===== src/rtl/dmem_arbiter_pkg.sv =====
// Shared constants and requester-select encoding for the data memory arbiter.
// Optional build macro: DMEM_ARB_PERF_EN (stall counters).
package dmem_arb_pkg;

  localparam logic [7:0] IO_ADDR_DEFAULT = 8'hFF;
  localparam int         MAX_WIN_DEFAULT = 4;

  typedef enum logic [1:0] {
    SEL_NONE = 2'b00,
    SEL_CPU  = 2'b01,
    SEL_HOST = 2'b10
  } sel_t;

endpackage


===== src/rtl/dmem_arbiter_if.sv =====
// Requester-side access bundle: req/payload in, gnt and read return out.
// Optional build macro: DMEM_ARB_PERF_EN (not used here).
interface dmem_arbiter_if #(
  parameter int ADDR_W = 8,
  parameter int DATA_W = 8
);

  logic              req;
  logic              we;
  logic [ADDR_W-1:0] addr;
  logic [DATA_W-1:0] wdata;
  logic              gnt;
  logic              rvalid;
  logic [DATA_W-1:0] rdata;

  modport master (
    output req, we, addr, wdata,
    input  gnt, rvalid, rdata
  );

  modport slave (
    input  req, we, addr, wdata,
    output gnt, rvalid, rdata
  );

endinterface


===== src/rtl/dmem_arbiter_fairness.sv =====
// Winner select with a saturating cpu win counter that forces a host grant.
// Optional build macro: DMEM_ARB_PERF_EN (not used here).
module dmem_arb_fairness
  import dmem_arb_pkg::*;
#(
  parameter int MAX_WIN = MAX_WIN_DEFAULT
) (
  input  logic clk,
  input  logic reset_n,
  input  logic cpu_req,
  input  logic host_req,
  output sel_t sel
);

  localparam int CW =
    (MAX_WIN < 1) ? 1 : $clog2(MAX_WIN + 1);

  logic [CW-1:0] win_cnt;
  logic          contested;
  logic          force_host;

  assign contested  = cpu_req & host_req;
  assign force_host = (win_cnt == CW'(MAX_WIN));

  always_comb begin
    sel = SEL_NONE;
    unique case (1'b1)
      contested:
        sel = force_host ? SEL_HOST : SEL_CPU;
      cpu_req & ~host_req:
        sel = SEL_CPU;
      host_req & ~cpu_req:
        sel = SEL_HOST;
      default:
        sel = SEL_NONE;
    endcase
  end

  // A contested cpu win can only happen below MAX_WIN, so saturation
  // is implied; every other cycle clears the count.
  always_ff @(posedge clk) begin
    if (!reset_n) begin
      win_cnt <= '0;
    end else if (contested && !force_host) begin
      win_cnt <= win_cnt + 1'b1;
    end else begin
      win_cnt <= '0;
    end
  end

endmodule


===== src/rtl/dmem_arbiter.sv =====
// cpu/host arbiter for the 256x8 data memory plus the memory-mapped I/O byte.
// Optional build macro: DMEM_ARB_PERF_EN adds per-requester stall counters.
module dmem_arbiter
  import dmem_arb_pkg::*;
#(
  parameter int              ADDR_W  = 8,
  parameter int              DATA_W  = 8,
  parameter logic [ADDR_W-1:0] IO_ADDR =
    ADDR_W'(IO_ADDR_DEFAULT),
  parameter int              MAX_WIN = MAX_WIN_DEFAULT
) (
  input  logic              clk,
  input  logic              reset_n,
  dmem_arbiter_if.slave     cpu,
  dmem_arbiter_if.slave     host,
  output logic              mem_en,
  output logic              mem_we,
  output logic [ADDR_W-1:0] mem_addr,
  output logic [DATA_W-1:0] mem_wdata,
  input  logic [DATA_W-1:0] mem_rdata,
  input  logic [DATA_W-1:0] io_in,
  output logic [DATA_W-1:0] io_out
`ifdef DMEM_ARB_PERF_EN
  ,
  output logic [15:0]       host_stall_cnt,
  output logic [15:0]       cpu_stall_cnt
`endif
);

  sel_t              sel;
  logic              granted;
  logic              is_io;
  logic              rd_go;
  logic              win_we;
  logic [ADDR_W-1:0] win_addr;
  logic [DATA_W-1:0] win_wdata;

  sel_t              rd_owner;
  logic              rd_io;
  logic [DATA_W-1:0] io_q;
  logic [DATA_W-1:0] rd_data;
  logic [DATA_W-1:0] cpu_hold;
  logic [DATA_W-1:0] host_hold;

  dmem_arb_fairness #(
    .MAX_WIN (MAX_WIN)
  ) u_fair (
    .clk      (clk),
    .reset_n  (reset_n),
    .cpu_req  (cpu.req),
    .host_req (host.req),
    .sel      (sel)
  );

  assign cpu.gnt  = (sel == SEL_CPU);
  assign host.gnt = (sel == SEL_HOST);
  assign granted  = cpu.gnt | host.gnt;

  always_comb begin
    win_we    = cpu.we;
    win_addr  = cpu.addr;
    win_wdata = cpu.wdata;
    if (host.gnt) begin
      win_we    = host.we;
      win_addr  = host.addr;
      win_wdata = host.wdata;
    end
  end

  assign is_io     = (win_addr == IO_ADDR);
  assign rd_go     = granted & ~win_we;
  assign mem_en    = granted & ~is_io;
  assign mem_we    = mem_en & win_we;
  assign mem_addr  = win_addr;
  assign mem_wdata = win_wdata;

  // mem_rdata arrives the cycle after the grant; io_in is
  // captured at the grant edge so both paths line up.
  assign rd_data = rd_io ? io_q : mem_rdata;

  assign cpu.rvalid  = (rd_owner == SEL_CPU);
  assign host.rvalid = (rd_owner == SEL_HOST);
  assign cpu.rdata   =
    cpu.rvalid ? rd_data : cpu_hold;
  assign host.rdata  =
    host.rvalid ? rd_data : host_hold;

  always_ff @(posedge clk) begin
    if (!reset_n) begin
      rd_owner  <= SEL_NONE;
      rd_io     <= 1'b0;
      io_q      <= '0;
      cpu_hold  <= '0;
      host_hold <= '0;
      io_out    <= '0;
    end else begin
      rd_owner <= rd_go ? sel : SEL_NONE;
      rd_io    <= is_io;
      io_q     <= io_in;
      if (cpu.rvalid) begin
        cpu_hold <= rd_data;
      end
      if (host.rvalid) begin
        host_hold <= rd_data;
      end
      if (granted && win_we && is_io) begin
        io_out <= win_wdata;
      end
    end
  end

`ifdef DMEM_ARB_PERF_EN
  always_ff @(posedge clk) begin
    if (!reset_n) begin
      host_stall_cnt <= '0;
      cpu_stall_cnt  <= '0;
    end else begin
      if (host.req && !host.gnt &&
          host_stall_cnt != 16'hFFFF) begin
        host_stall_cnt <= host_stall_cnt + 16'd1;
      end
      if (cpu.req && !cpu.gnt &&
          cpu_stall_cnt != 16'hFFFF) begin
        cpu_stall_cnt <= cpu_stall_cnt + 16'd1;
      end
    end
  end
`endif

endmodule


===== src/flat_wrapper.sv =====
// flat-port wrapper written by rule: the top's interface ports become plain ports
module dmem_arbiter_flat import dmem_arb_pkg::*;
#(
  parameter int              ADDR_W  = 8,
  parameter int              DATA_W  = 8,
  parameter logic [ADDR_W-1:0] IO_ADDR =
    ADDR_W'(IO_ADDR_DEFAULT),
  parameter int              MAX_WIN = MAX_WIN_DEFAULT
)
  (clk, reset_n, mem_en, mem_we, mem_addr, mem_wdata, mem_rdata, io_in, io_out, cpu_req, cpu_we, cpu_addr, cpu_wdata, cpu_gnt, cpu_rvalid, cpu_rdata, host_req, host_we, host_addr, host_wdata, host_gnt, host_rvalid, host_rdata);
  dmem_arbiter_if #(.ADDR_W(ADDR_W), .DATA_W(DATA_W)) cpu_i ();
  dmem_arbiter_if #(.ADDR_W(ADDR_W), .DATA_W(DATA_W)) host_i ();
  input  logic clk;
  input  logic reset_n;
  output logic mem_en;
  output logic mem_we;
  output logic [ADDR_W-1:0] mem_addr;
  output logic [DATA_W-1:0] mem_wdata;
  input  logic [DATA_W-1:0] mem_rdata;
  input  logic [DATA_W-1:0] io_in;
  output logic [DATA_W-1:0] io_out;
  input wire logic [$bits(cpu_i.req)-1:0] cpu_req;
  input wire logic [$bits(cpu_i.we)-1:0] cpu_we;
  input wire logic [$bits(cpu_i.addr)-1:0] cpu_addr;
  input wire logic [$bits(cpu_i.wdata)-1:0] cpu_wdata;
  output wire logic [$bits(cpu_i.gnt)-1:0] cpu_gnt;
  output wire logic [$bits(cpu_i.rvalid)-1:0] cpu_rvalid;
  output wire logic [$bits(cpu_i.rdata)-1:0] cpu_rdata;
  input wire logic [$bits(host_i.req)-1:0] host_req;
  input wire logic [$bits(host_i.we)-1:0] host_we;
  input wire logic [$bits(host_i.addr)-1:0] host_addr;
  input wire logic [$bits(host_i.wdata)-1:0] host_wdata;
  output wire logic [$bits(host_i.gnt)-1:0] host_gnt;
  output wire logic [$bits(host_i.rvalid)-1:0] host_rvalid;
  output wire logic [$bits(host_i.rdata)-1:0] host_rdata;
  assign cpu_i.req = cpu_req;
  assign cpu_i.we = cpu_we;
  assign cpu_i.addr = cpu_addr;
  assign cpu_i.wdata = cpu_wdata;
  assign cpu_gnt = cpu_i.gnt;
  assign cpu_rvalid = cpu_i.rvalid;
  assign cpu_rdata = cpu_i.rdata;
  assign host_i.req = host_req;
  assign host_i.we = host_we;
  assign host_i.addr = host_addr;
  assign host_i.wdata = host_wdata;
  assign host_gnt = host_i.gnt;
  assign host_rvalid = host_i.rvalid;
  assign host_rdata = host_i.rdata;
  dmem_arbiter #(.ADDR_W(ADDR_W), .DATA_W(DATA_W), .IO_ADDR(IO_ADDR), .MAX_WIN(MAX_WIN)) u_core (.clk(clk), .reset_n(reset_n), .cpu(cpu_i), .host(host_i), .mem_en(mem_en), .mem_we(mem_we), .mem_addr(mem_addr), .mem_wdata(mem_wdata), .mem_rdata(mem_rdata), .io_in(io_in), .io_out(io_out));
endmodule

===== config.mk =====
export PLATFORM = sky130hd
export DESIGN_NAME = dmem_arbiter_flat
export DESIGN_NICKNAME = d
export VERILOG_FILES = /design/src/rtl/dmem_arbiter_pkg.sv /design/src/rtl/dmem_arbiter_if.sv /design/src/rtl/dmem_arbiter_fairness.sv /design/src/rtl/dmem_arbiter.sv /design/src/flat_wrapper.sv
export SDC_FILE = /design/constraint.sdc
export NUM_CORES = 1
export LEC_CHECK = 0
export ABC_AREA = 0
export ABC_CLOCK_PERIOD_IN_PS = 2320
export CORE_MARGIN = 8
export CORE_UTILIZATION = 39
export DETAILED_ROUTE_END_ITERATION = 10
export PLACE_DENSITY = 0.88
export SETUP_SLACK_MARGIN = 0.15
export SYNTH_ARGS = -nofsm -noshare
export SYNTH_HDL_FRONTEND = slang
export SYNTH_SLANG_ARGS = --single-unit

===== constraint.sdc =====
create_clock -name clk -period 2.32 [get_ports clk]
set_input_delay 0.232 -clock clk [delete_from_list [all_inputs] [get_ports clk]]
set_output_delay 0.232 -clock clk [all_outputs]
set_load 0.01 [all_outputs]

==> impl_metrics.ini <==
[synthesis]
ys_warn_count = 0
ys_seq_area_share_pct = 40.9
synth.distinct_cells = 29
synthTopCellsByArea = dfxtp_1 41%, mux2i_1 9.2%, and2_1 8.7%, o21ai_0 6.5%, nand2_1 5.2%
synth_top_flop_cell = dfxtp_1
async_flop_share_pct = 0
syn_nets = 263
syn_area_um2 = 1860
ys_ff_latch = 38
synth_top_area_share_pct = 40.9
postSynthCellCount = 207
synth_edf_count = 0
synth.avg_cell_area_um2 = 8.98
yosysTopAreaCell = dfxtp_1

[die]
die_area_um2 = 7230
io_pins = 100
dieHeight_um = 85.0
initial_core_util_pct = 39.9
coreArea_um2 = 4660
rows = 25
die_x_um = 85.0

[place]
gp_congestion = 0.809
dpl.hpwl_mm = 4.32
io_buffers = 99
dp.cells = 360

[worst_setup_path]
rr_worst_depth = 8
critPathKind = reg -> out
cp.depth = 8
slowest_stage = dfxtp_2
crit_path_start_kind = flip-flop
crit_arrival_ns = 1.96
crit_chain = inv_1, ha_4, a21bo_4, buf_4, a211oi_4, nor3_2, a21boi_1, clkdlybuf4s15_2
cp_num_buf_inv = 3
cp_max_fo = 5
crit_family = compound AO/OA/AOI/OAI gates
worst_path_largest_cell_delay_ns = 0.34
cp.required_ns = 2.09
crit_path_end_kind = output pin

[global_routing]
grt-ovfl-total = 0
antenna_found_initial = 0
track_usage_pct = 15.2
grt_pass1_wl_mm = 8.90
grt_max_degree = 22
grt_pass1_vias = 1878

[cells_and_area]
fillers = 407
n_antenna_cell = 0
nNetsFinal = 371
layout_common_cells = 81 x clkdlybuf4s50_1, 35 x dfxtp_1, 26 x and2_1, 25 x nand2_1, 20 x o21ai_0
instances_no_fill = 369
seq_area_um2 = 764
drive_gt1_share_pct = 21.6
layout_commonest_cell = clkdlybuf4s50_1
multi_input_area_um2 = 1060
areaGrowthSynthToFinish_pct = 65.5

[clock_tree]
cts_root_buf = clkbuf_8
clk_pin_slew_worst_paths_ns = 0.07
clock-sinks = 38
htreeDepth = 2
holdBufCountCts = 0
clock_latency_ns = 0.28
cts_buffers = 5
clk_path_buf_depth = 2
cts_tree = built

[pwr]
power.leakage_uw = 0.00123
power_uw = 1550
ir_drop_mv = 0.222
power_density_nw_per_um2 = 503

[outcome]
status = completed

[hold_path]
hp-class = reg -> reg
whs_path_depth = 2

[routing]
drt_first_pass_iters = 4
first_iter_violations = 48
wl_mm = 5.50
viasPerCell = 4.94
vias = 1824
wl_per_cell_um = 14.9
postRouteAntennaNets = 0
drc = 0

[sta]
worst_pin_slew_ns = 0.411
fin_crit_sh_pct = 94.5
final-hold-violation-count = 0
rsz0062_at_grt = true
finalCriticalPeriod_ns = 2.19
max_freq_ghz = 0.456
relSlewSlack_pct = 72.5
final.setup_skew_ns = 0.00633
setup_viol = 0
timing.hold.ws_ns = 0.462
drv_slew = 0

[run]
max_cap_violations = 0
==> final cells by class <==
class | instances | area share, %
clock buffers | 6 | 2.68
clock inverters | 1 | 0.976
inverters | 6 | 0.732
multi-input cells | 151 | 34.4
flip-flops and latches | 38 | 24.8
well taps | 54 | 2.20
repair buffers | 113 | 34.2
==> path summary, 6_finish.rpt <==
check	startpoint	to	slack, ns
setup / recovery	u_core.u_fair.win_cnt[0]	mem_we	0.13
hold / removal	u_core.io_out[5]	u_core.io_out[5]	0.46
setup reg to reg	u_core.u_fair.win_cnt[0]	u_core.io_out[2]	0.31
hold reg to reg	u_core.io_out[5]	u_core.io_out[5]	0.46
==> registers in the layout, summed over array words and instances, names as in the netlist <==
| register | cells |
|---|---|
| u_core.cpu_hold | 8 |
| u_core.host_hold | 8 |
| u_core.io_out | 8 |
| u_core.io_q | 8 |
| u_core.u_fair.win_cnt | 3 |
| u_core.rd_owner | 2 |
| u_core.rd_io | 1 |
==> layer usage <==
layer,part of all wire [%],track usage [%],vias up
li1,-,-,914
met4,1.2,3.88,0
met2,49,26.1,71
met1,40,16.0,832
met3,9.7,7.53,7
met5,0,0,-
==> Yosys cell counts, types with 2 or more instances <==
master and number:
dfxtp_1 38, and2_1 26, nand2_1 26, o21ai_0 24, mux2i_1 17, clkbuf_1 10
a21boi_0 9, mux2_2 8, or2_2 8, and3_2 6, inv_1 6, nand3_1 4
nand4_1 4, nor2_1 3, and3_1 2, ha_1 2, nand2b_1 2
==> power by group <==
part | switching [uW] | total, uW | leakage (uW) | internal, uW
combinational | 121 | 310 | 0.000857 | 188
clock | 220 | 564 | 0.0000573 | 344
sequential | 5.05 | 674 | 0.000311 | 669
==> tightest hold or removal path: stages, from the launching register on <==
cell and delay (ns):
dfxtp_1 0.31, nand2_1 0.05, mux2i_1 0.05
==> what timing repair did <==
| item | in CTS | in global routing |
|---|---|---|
| gates cloned | 1 | 0 |
| resized for setup | 63 | 19 |
| setup endpoints to repair | 26 | 33 |
| setup buffers | 0 | 1 |
| pin swaps | 1 | 0 |
==> cell families after synthesis <==
kind of cell	after synthesis	synth area share, %
multiplexers	25	14.0
adder cells (fa/ha/maj)	2	1.35
AO/OA/AOI/OAI	38	13.8
AND/OR/NAND/NOR	86	25.8
flip-flops	38	40.9
buffers and inverters	18	4.10
==> metrics by stage <==
stage / TNS [ns] / setup slack (ns) / utilization [%] / cell area, um2
final: 0 / 0.128 / 66.0 / 3080
after global placement: -0.0910 / -0.0282 / 63.4 / 2950
after CTS: 0 / 0.131 / 65.6 / 3060
after floorplan: 0 / 0.402 / - / 1860
after detailed placement: -0.242 / -0.0437 / 63.4 / 2950
after global routing: 0 / 0.0260 / 66.0 / 3080
Note: power is estimated with default switching activity, not from simulation.
==> variant, RTL diff (same flow settings) <==
`io_q` no longer has a reset.
--- a/src/rtl/dmem_arbiter.sv
+++ b/src/rtl/dmem_arbiter.sv
@@ -91,3 +91,2 @@
       rd_io     <= 1'b0;
-      io_q      <= '0;
       cpu_hold  <= '0;
@@ -98,3 +97,2 @@
       rd_io    <= is_io;
-      io_q     <= io_in;
       if (cpu.rvalid) begin
@@ -109,2 +107,6 @@
     end
+  end
+
+  always_ff @(posedge clk) begin
+    io_q <= io_in;
   end
Formal check against the unedited RTL: no difference found for any inputs over 10 cycles, from zero or initial values and one cycle with reset_n low; that may be too few to reach the edited logic, so the function may still have changed.
==> variant against the original RTL <==
Synthesized cell count is 4.3% lower; maximum frequency is 1.4% higher; clock skew is 0.0012 ns higher; sequential cell count stayed put; total power is 9.3% lower; design area is 2.3% lower; sequential share of layout area is 0.59 points higher; area after synthesis is 2.9% lower; worst setup slack better by 0.031 ns; wire length is 1.9% lower; first-iteration DRC count is 6.3% higher; count of clock-buffer cells in the layout is 1 lower.
==> variant: results (changes against the original RTL) <==
Final layout
  • Fillers: 372 (-8.6%)
  • Layout cells sized above 1: 23.7% (+2.1 points)
  • Final nets: 364 (-1.9%)
  • Number of diodes: 0 (unchanged)

Critical path
  • Arrival time worst endpoint: 1.93 ns (-0.03 ns)
  • CP max FO: 17 (+12)
  • Worst setup path start: u_core.rd_owner[1]
  • R2R depth: 9 (+1)
  • Reg-to-Reg Start: u_core.u_fair.win_cnt[1]
  • R2R Setup Slk: 0.20 ns (-0.11 ns)
  • FF-to-FF End: u_core.io_out[2]
  • CP Capture Point: cpu_rdata[0]

Detailed routing
  • DRT Pass-1 Iters: 4 (unchanged)
  • Total wire length: 5400 um (-1.9%)
  • # DRC: 0 (unchanged)
  • WL per Instance: 15.0 um (+0.58%)
  • Via count: 1804 (-1.1%)
  • Detailed router's first-iteration violation count: 51 (+6.3%)

Synth
  • Synthesis Warnings: 0 (unchanged)
  • Adder-Cell Fraction of Synth Area: 1.39% (+0.040 points)
  • Mux cell area share after synthesis: 14.4% (+0.42 points)
  • Most instantiated cells after synthesis: 38 x dfxtp_1, 26 x nand2_1, 24 x o21ai_0
  • Synth Area in Compound Gates: 14.2% (+0.41 points)
  • Sequential element share of the synthesized area: 42.1% (+1.2 points)
  • Synth Instances: 198 (-4.3%)
  • Async S/R FF share, synth: 0% (unchanged)
  • Post-synth cell types: 29 (unchanged)
  • Xor/xnor share of the synthesized area: 0% (unchanged)
  • Synth area leaders: dfxtp_1 42%, mux2i_1 9.4%, o21ai_0 6.7%
  • Syn Nets: 254 (-3.4%)

GRT
  • First-pass GRT wire length: 8410 um (-5.5%)
  • Initial antenna violation count: 0 (unchanged)
  • Largest net degree at the start of global routing: 20 (-9.1%)
  • GRT Overall Usage: 14.3% (-0.90 points)

Outcome
  • Status: complete, no violations

Placed design
  • Post-Place Cells: 349 (-3.1%)
  • Gpl congestion: 0.768 (-5.1%)
  • Final HPWL DP: 4340 um (+0.37%)
  • Port bufs: 99 (unchanged)

Min path
  • Min-delay src: io_in[0]
  • Worst Hold Depth: 1 (-1)
  • Min-delay worst type: input port to flop
  • Hold path endpoint: u_core.io_q[0]

Pwr
  • Leakage: 1.22 nW (-0.36%)
  • Pint: 1.06 mW (-12%)
  • Max VDD drop: 236 uV (+6.2%)

Clock tree
  • H-Tree Depth: 2 (unchanged)
  • Clock latency on the worst-skew pair: 0.29 ns
  • CTS Buffer Depth: 2 (unchanged)
  • Clk Tree Root Cell: clkbuf_8
  • Clock transition at path regs: 0.07 ns (about the same)
  • CTS Buf Count: 5 (unchanged)

STA
  • Layout Skew: 0.00757 ns (+0.00124 ns)
  • Worst slew pin tran: 0.571 ns (+0.160 ns)
[variant: routing by layer]
| metal | vias up | wire length [um] | GRT usage [%] |
|---|---|---|---|
| li1 | 893 | - | - |
| met1 | 811 | 2270 | 15.4 |
| met2 | 95 | 2400 | 22.1 |
| met3 | 5 | 678 | 8.98 |
| met4 | 0 | 57 | 4.87 |
| met5 | - | 0 | 0 |
[variant: final cells by class]
| class | count | area (sq um) | area share, % |
|---|---|---|---|
| Timing Repair Buffer | 114 | 1080 | 35.9 |
| Multi-Input combinational cell | 143 | 996 | 33.1 |
| Sequential cell | 38 | 764 | 25.4 |
| Clock buffer | 5 | 68.8 | 2.29 |
| Tap cell | 52 | 65.1 | 2.16 |
| Inverter | 6 | 22.5 | 0.749 |
| Clock inverter | 2 | 10.0 | 0.333 |
[variant: timing repair]
item | CTS | global route
resized for setup | 61 | 24
pin swaps | 2 | 4
endpoints found under the setup margin | 33 | 34
gates cloned | 0 | 1
setup buffers | 1 | 2
[variant: metrics by stage]
stage,setup slack (ns),instance area (sq um),hold slack [ns]
final,0.159,3010,0.381
after global routing,0.0301,3010,0.367
after CTS,0.0698,2980,0.375
after detailed placement,-0.0830,2920,0.452
after global placement,-0.0412,2920,0.440
after floorplan,0.402,1810,0.260
[variant: power by group through the flow]
stage | clock, mW | combinational (mW) | sequential (mW)
final | 0.420 | 0.310 | 0.674
after global routing | 0.463 | 0.336 | 0.675
after CTS | 0.431 | 0.305 | 0.674
after detailed placement | 0 | 0.318 | 0.689
after global placement | 0 | 0.313 | 0.688
after floorplan | 0 | 0.113 | 0.688
[variant: critical path, stage by stage, from the launching register on]
cell	delay [ns]
dfxtp_1	0.31
nand2b_1	0.39
o21ai_0	0.35
clkdlybuf4s50_1	0.59
